==> src/rtl/mmu_feeder.sv <==
// Operand staging/skew feeder for the depth x depth systolic array; optional busy-cycle counter under MMU_FEEDER_PERF_CNT_EN.
// Latency: step 0 appears 2 cycles after the last input beat; done pulses k_eff+2*depth+1 cycles after it.
// Backpressure: in_ready is high only in LOAD; beats are never stalled by the feeder, only by in_valid gaps.
module mmu_feeder #(
  parameter int depth     = 4,
  parameter int bit_width = 8,
  parameter int max_k     = 8
) (
  input  logic                           clk,
  input  logic                           reset,
  input  logic                           start,
  input  logic [$clog2(max_k+1)-1:0]     k_len,
  input  logic                           in_valid,
  output logic                           in_ready,
  input  logic [bit_width*depth-1:0]     in_data,
  input  logic [bit_width*depth-1:0]     in_wt,
  output logic [bit_width*depth-1:0]     data_arr,
  output logic [bit_width*depth-1:0]     wt_arr,
  output logic                           control,
  output logic                           busy,
`ifdef MMU_FEEDER_PERF_CNT_EN
  output logic                           done,
  output logic [31:0]                    busy_cycles
`else
  output logic                           done
`endif
);

  localparam int KW = $clog2(max_k + 1);
  localparam int TW = $clog2(max_k + depth);
  localparam int DW = $clog2(depth + 1);
  localparam int PW = (max_k > 1) ? $clog2(max_k) : 1;
  localparam int VW = bit_width * depth;

  typedef enum logic [1:0] {IDLE, LOAD, STREAM, DRAIN} state_t;

  state_t          state;
  logic [KW-1:0]   k_eff;
  logic [KW-1:0]   wr_cnt;
  logic [TW-1:0]   step;
  logic [DW-1:0]   drain_cnt;
  logic [KW-1:0]   k_clamped;
  logic [TW-1:0]   last_step;
  logic [VW-1:0]   skew_data;
  logic [VW-1:0]   skew_wt;
  logic [VW-1:0]   buf_data [max_k];
  logic [VW-1:0]   buf_wt   [max_k];
  logic            beat;

  assign k_clamped = (k_len > KW'(max_k)) ? KW'(max_k) : k_len;
  assign last_step = TW'(k_eff) + TW'(depth - 2);
  assign beat      = (state == LOAD) && in_valid && in_ready;

  // Tile buffer: contents need no reset, every entry read is written earlier in the same tile
  always_ff @(posedge clk) begin
    if (beat) begin
      buf_data[wr_cnt[PW-1:0]] <= in_data;
      buf_wt[wr_cnt[PW-1:0]]   <= in_wt;
    end
  end

  // Diagonal skew: lane i shows entry (step - i) when that entry exists, zero otherwise
  always_comb begin
    int idx;
    idx       = 0;
    skew_data = '0;
    skew_wt   = '0;
    for (int i = 0; i < depth; i++) begin
      idx = int'(step) - i;
      if (idx >= 0 && idx < int'(k_eff)) begin
        skew_data[i*bit_width +: bit_width] = buf_data[idx[PW-1:0]][i*bit_width +: bit_width];
        skew_wt[i*bit_width +: bit_width]   = buf_wt[idx[PW-1:0]][i*bit_width +: bit_width];
      end
    end
  end

  // Control FSM with all outputs registered
  always_ff @(posedge clk or negedge reset) begin
    if (!reset) begin
      state     <= IDLE;
      k_eff     <= '0;
      wr_cnt    <= '0;
      step      <= '0;
      drain_cnt <= '0;
      data_arr  <= '0;
      wt_arr    <= '0;
      control   <= 1'b0;
      in_ready  <= 1'b0;
      busy      <= 1'b0;
      done      <= 1'b0;
    end else begin
      done <= 1'b0;
      case (state)
        IDLE: begin
          if (start) begin
            k_eff  <= k_clamped;
            wr_cnt <= '0;
            if (k_clamped == '0) begin
              done <= 1'b1;
            end else begin
              state    <= LOAD;
              busy     <= 1'b1;
              in_ready <= 1'b1;
            end
          end
        end
        LOAD: begin
          if (in_valid && in_ready) begin
            wr_cnt <= wr_cnt + KW'(1);
            if ((wr_cnt + KW'(1)) == k_eff) begin
              state    <= STREAM;
              in_ready <= 1'b0;
              step     <= '0;
            end
          end
        end
        STREAM: begin
          data_arr <= skew_data;
          wt_arr   <= skew_wt;
          control  <= 1'b1;
          step     <= step + TW'(1);
          if (step == last_step) begin
            state     <= DRAIN;
            drain_cnt <= '0;
          end
        end
        DRAIN: begin
          data_arr <= '0;
          wt_arr   <= '0;
          // depth zero vectors flush the array, then one cycle announces completion
          if (drain_cnt == DW'(depth)) begin
            control <= 1'b0;
            busy    <= 1'b0;
            done    <= 1'b1;
            state   <= IDLE;
          end else begin
            control   <= 1'b1;
            drain_cnt <= drain_cnt + DW'(1);
          end
        end
        default: state <= IDLE;
      endcase
    end
  end

`ifdef MMU_FEEDER_PERF_CNT_EN
  // Saturating count of cycles with busy asserted
  always_ff @(posedge clk or negedge reset) begin
    if (!reset) begin
      busy_cycles <= '0;
    end else if (busy && (busy_cycles != 32'hFFFF_FFFF)) begin
      busy_cycles <= busy_cycles + 32'd1;
    end
  end
`endif

endmodule

==> config.mk <==
export PLATFORM = sky130hd
export DESIGN_NAME = mmu_feeder
export DESIGN_NICKNAME = d
export VERILOG_FILES = /design/src/rtl/mmu_feeder.sv
export SDC_FILE = /design/constraint.sdc
export NUM_CORES = 1
export LEC_CHECK = 0
export BUFFER_PORTS_ARGS = -buffer_cell sky130_fd_sc_hd__buf_2
export CAP_MARGIN = 20
export CORE_MARGIN = 5
export CORE_UTILIZATION = 60
export CTS_BUF_LIST = sky130_fd_sc_hd__clkbuf_8
export CTS_CLUSTER_DIAMETER = 100
export DETAILED_ROUTE_END_ITERATION = 6
export HOLD_SLACK_MARGIN = 0.02
export PLACE_DENSITY = 0.77
export SYNTH_ARGS = -nofsm -noshare
export SYNTH_HDL_FRONTEND = slang
export SYNTH_SLANG_ARGS = --single-unit
==> constraint.sdc <==
create_clock -name clk -period 15.5 [get_ports clk]
set_clock_uncertainty 0.15 [all_clocks]
set_input_delay 3.1 -clock clk [delete_from_list [all_inputs] [get_ports clk]]
set_output_delay 3.1 -clock clk [all_outputs]
set_load 0.005 [all_outputs]
==> run metrics <==
Max FO, Critical Path=49; Mapped Cells=1146; Hold WC Path Type=flip-flop to flip-flop; Post-Place Worst Slack=9.41 ns; ys async rst share=14.2%; WP data arrival=5.10 ns; DIE HEIGHT=between 200 and 250 um; DRC=0; net switching power=roughly 0.0013 W; sequential fraction of the synthesis area=75.7%; die area=0.0425 mm2; share of layout cells above drive strength 1=31.5%; maximum root-to-sink buffer count=3; Syn Area/Cell=between 20 and 25 um2; commonest cells after routing, fill and taps aside=edfxtp_1 (512), buf_2 (138), mux4_2 (128); Worst-Margin Slew=1.05 ns; worst-skew pair later-pin latency=between 0.6 and 0.7 ns; reg2reg start=step[0]; post_cts resized=0; Total Routing Usage GR=22.6%; CP startpoint=in_valid; Root Driver=clkbuf_8; Max Fclk=0.200 GHz; Placer Congestion=0.778; power per cell area=168 mW/mm2; warnings from Yosys=0; Setup violations, final=0; Initial Utilization=roughly three fifths; Top FF cell, synth=edfxtp_1; R2R Path End=data_arr[15]; post-CTS setup buffer count=0; fin crit period=5.00 ns; Final Max Slew Viols=0; global route overflow=0; vias in the first global route=12000; FF/Latch Area=approximately 0.018 mm2; fillers=2349; commonest non-fill, non-tap cell in the layout=edfxtp_1; EDFF count, synth=512; reg-to-reg slack, setup=between 10 and 15 ns; sequential share of power=44.8%; TNS Setup=0 ns; die width=a little over 200 um; Startpoint Class=input port; Sw Ratio=29.8%; Comb pwr share=25.7%; hold slack=~0.32 ns; Vias=11500; Iteration-0 DRC Markers=937; period utilisation layout=~32%; Distinct cells, synth=52; RSZ-0062 raised after global routing=no; max_slew headroom=30.1%; Antenna Nets Post-Route=0; largest net degree at the start of global routing=68; Clock Sinks=597; Via density=5.92; Hold Violations, Final=0; syn_nets=1246; synth-to-layout area growth=14.0%; WHS Path Cells=2; Slowest-stage cell, CP=buf_4; run status=finished, final reports clean; total CTS buffers=a little over 90; count of buffer and inverter cells on the critical path=2; routed wire length=46000 um; CTS tree=done; WP depth=5; clock network power share=between 20% and 30%; cts hold-fix bufs=0; DRT Pass-1 Iters=5; Std-Cell Rows=71; max-cap violations=0; initial antenna violation count=7; Util after Layout=between 60% and 70%; cell-internal power=around 0.0031 W; H-tree depth=3; detailed placer's ending HPWL=26600 um; Crit. End Element=flip-flop; crit path to=buf_data[2][11]; FF-to-FF path depth=9; Top Ports=140; PortBufs=139; first-pass GRT wire length=71700 um; delay-heaviest family, CP=simple AND/OR/NAND/NOR gates; core area=0.0378 mm2; Final WS setup=10.50 ns; drt wl/cell=23.7 um; flops & latches, synth=roughly 600; Slowest Stage Delay on Critical Path=between 0.7 and 0.8 ns; area of the mapped netlist=0.0231 mm2; Multi-input gate area=~0.0054 mm2; Setup Crit Path Kind=input port to flip-flop; Data required, critical path=15.61 ns; P_leak=9.43 nW; clock-pin slew on the worst setup and hold paths=0.06 ns; crit path cell chain=buf_2, and3_1, nand2b_1, nor2_4, buf_4; Worst VDD drop=0.000143 V; nets=1446
[sequential cells by signal (all words and copies together) (netlist names), 2 cells and up]
name	flops
buf_data	256
buf_wt	256
data_arr	32
wt_arr	32
k_eff	4
step	4
wr_cnt	4
drain_cnt	3
state	2
[synth_stat cells (4+ instances only)]
| cell | count | area (um2) |
|---|---|---|
| buf_1 | 4 | 15.0 |
| clkbuf_1 | 25 | 93.8 |
| o21ai_0 | 77 | 385 |
| nand2b_1 | 9 | 56.3 |
| xnor2_1 | 5 | 43.8 |
| buf_4 | 11 | 82.6 |
| and3_1 | 4 | 25.0 |
| a31oi_1 | 4 | 25.0 |
| inv_1 | 12 | 45.0 |
| nor2b_1 | 5 | 31.3 |
| edfxtp_1 | 512 | 15400 |
| xor2_1 | 4 | 35.0 |
| dfrtp_1 | 85 | 2130 |
| a21oi_1 | 8 | 40.0 |
| mux4_2 | 128 | 2880 |
| o21a_1 | 4 | 30.0 |
| nor2_1 | 20 | 75.1 |
| nand2_1 | 83 | 312 |
| buf_2 | 10 | 50.1 |
| ha_1 | 28 | 350 |
| nor3_1 | 6 | 30.0 |
| mux2i_1 | 65 | 651 |
[cell families after synthesis]
| kind of cell | count (synthesis) | share of synthesized area [%] |
|---|---|---|
| adder cells (fa/ha/maj) | 28 | 1.52 |
| buffers and inverters | 65 | 1.32 |
| flip-flops | 597 | 75.7 |
| AND/OR/NAND/NOR | 134 | 2.50 |
| AO/OA/AOI/OAI | 115 | 2.97 |
| XOR/XNOR | 12 | 0.579 |
| multiplexers | 195 | 15.4 |
[metal layers]
| metal | track usage [%] | share of wire, % | up-vias | wire [um] |
|---|---|---|---|---|
| met1 | 32.3 | 42 | 5970 | 19200 |
| met2 | 35.8 | 50 | 371 | 22900 |
| met5 | 0 | 0.16 | - | 73 |
| met4 | 6.80 | 1.9 | 12 | 857 |
| met3 | 5.16 | 6.4 | 73 | 2930 |
| li1 | - | - | 5044 | - |
[per-stage QoR]
step	power, W	cell area (um2)	std cells
6_report	0.00443	26300	1937
5_1_grt	0.00468	26300	1935
4_1_cts	0.00449	26300	1934
3_5_place_dp	0.00318	24400	1761
3_3_place_gp	0.00315	24400	1761
2_1_floorplan	0.00283	23100	1146
[layout make-up]
class                   count  share of cell area (%)
diodes                      2                  0.0190
clock buffers             111                    5.80
clock inverters            62                    1.42
inverters                  14                   0.199
multi-input cells         484                    20.5
flip-flops and latches    597                    66.5
well taps                 511                    2.43
repair buffers            156                    3.15
[worst min path at each step]
| stage | slack, ns | start | end |
|---|---|---|---|
| 2_1_floorplan | 0.32 | data_arr[0] | data_arr[0] |
| 3_3_place_gp | 0.31 | wt_arr[10] | wt_arr[10] |
| 3_5_place_dp | 0.32 | wt_arr[15] | wt_arr[15] |
| 4_1_cts | 0.33 | wt_arr[15] | wt_arr[15] |
| 5_1_grt | 0.35 | data_arr[11] | data_arr[11] |
| 6_report | 0.32 | wt_arr[15] | wt_arr[15] |
[worst reg2reg max path, cell delays in order, from the launching register on]
cell,delay (ns)
dfrtp_4,1.01
inv_1,0.26
ha_4,1.00
inv_1,0.13
ha_1,0.30
nor2b_1,0.13
o21a_1,0.16
o21ai_0,0.15
nand2_1,0.48
o21ai_0,0.37
[power by group through the flow]
| stage | sequential, W | combinational (W) | clock [W] |
|---|---|---|---|
| final | 0.00199 | 0.00114 | 0.00131 |
| after global routing | 0.00200 | 0.00125 | 0.00142 |
| after CTS | 0.00199 | 0.00116 | 0.00134 |
| after detailed placement | 0.00202 | 0.00116 | 0 |
| after global placement | 0.00201 | 0.00114 | 0 |
| after floorplan | 0.00196 | 0.000866 | 0 |
Power figures use the tool's default switching activity.
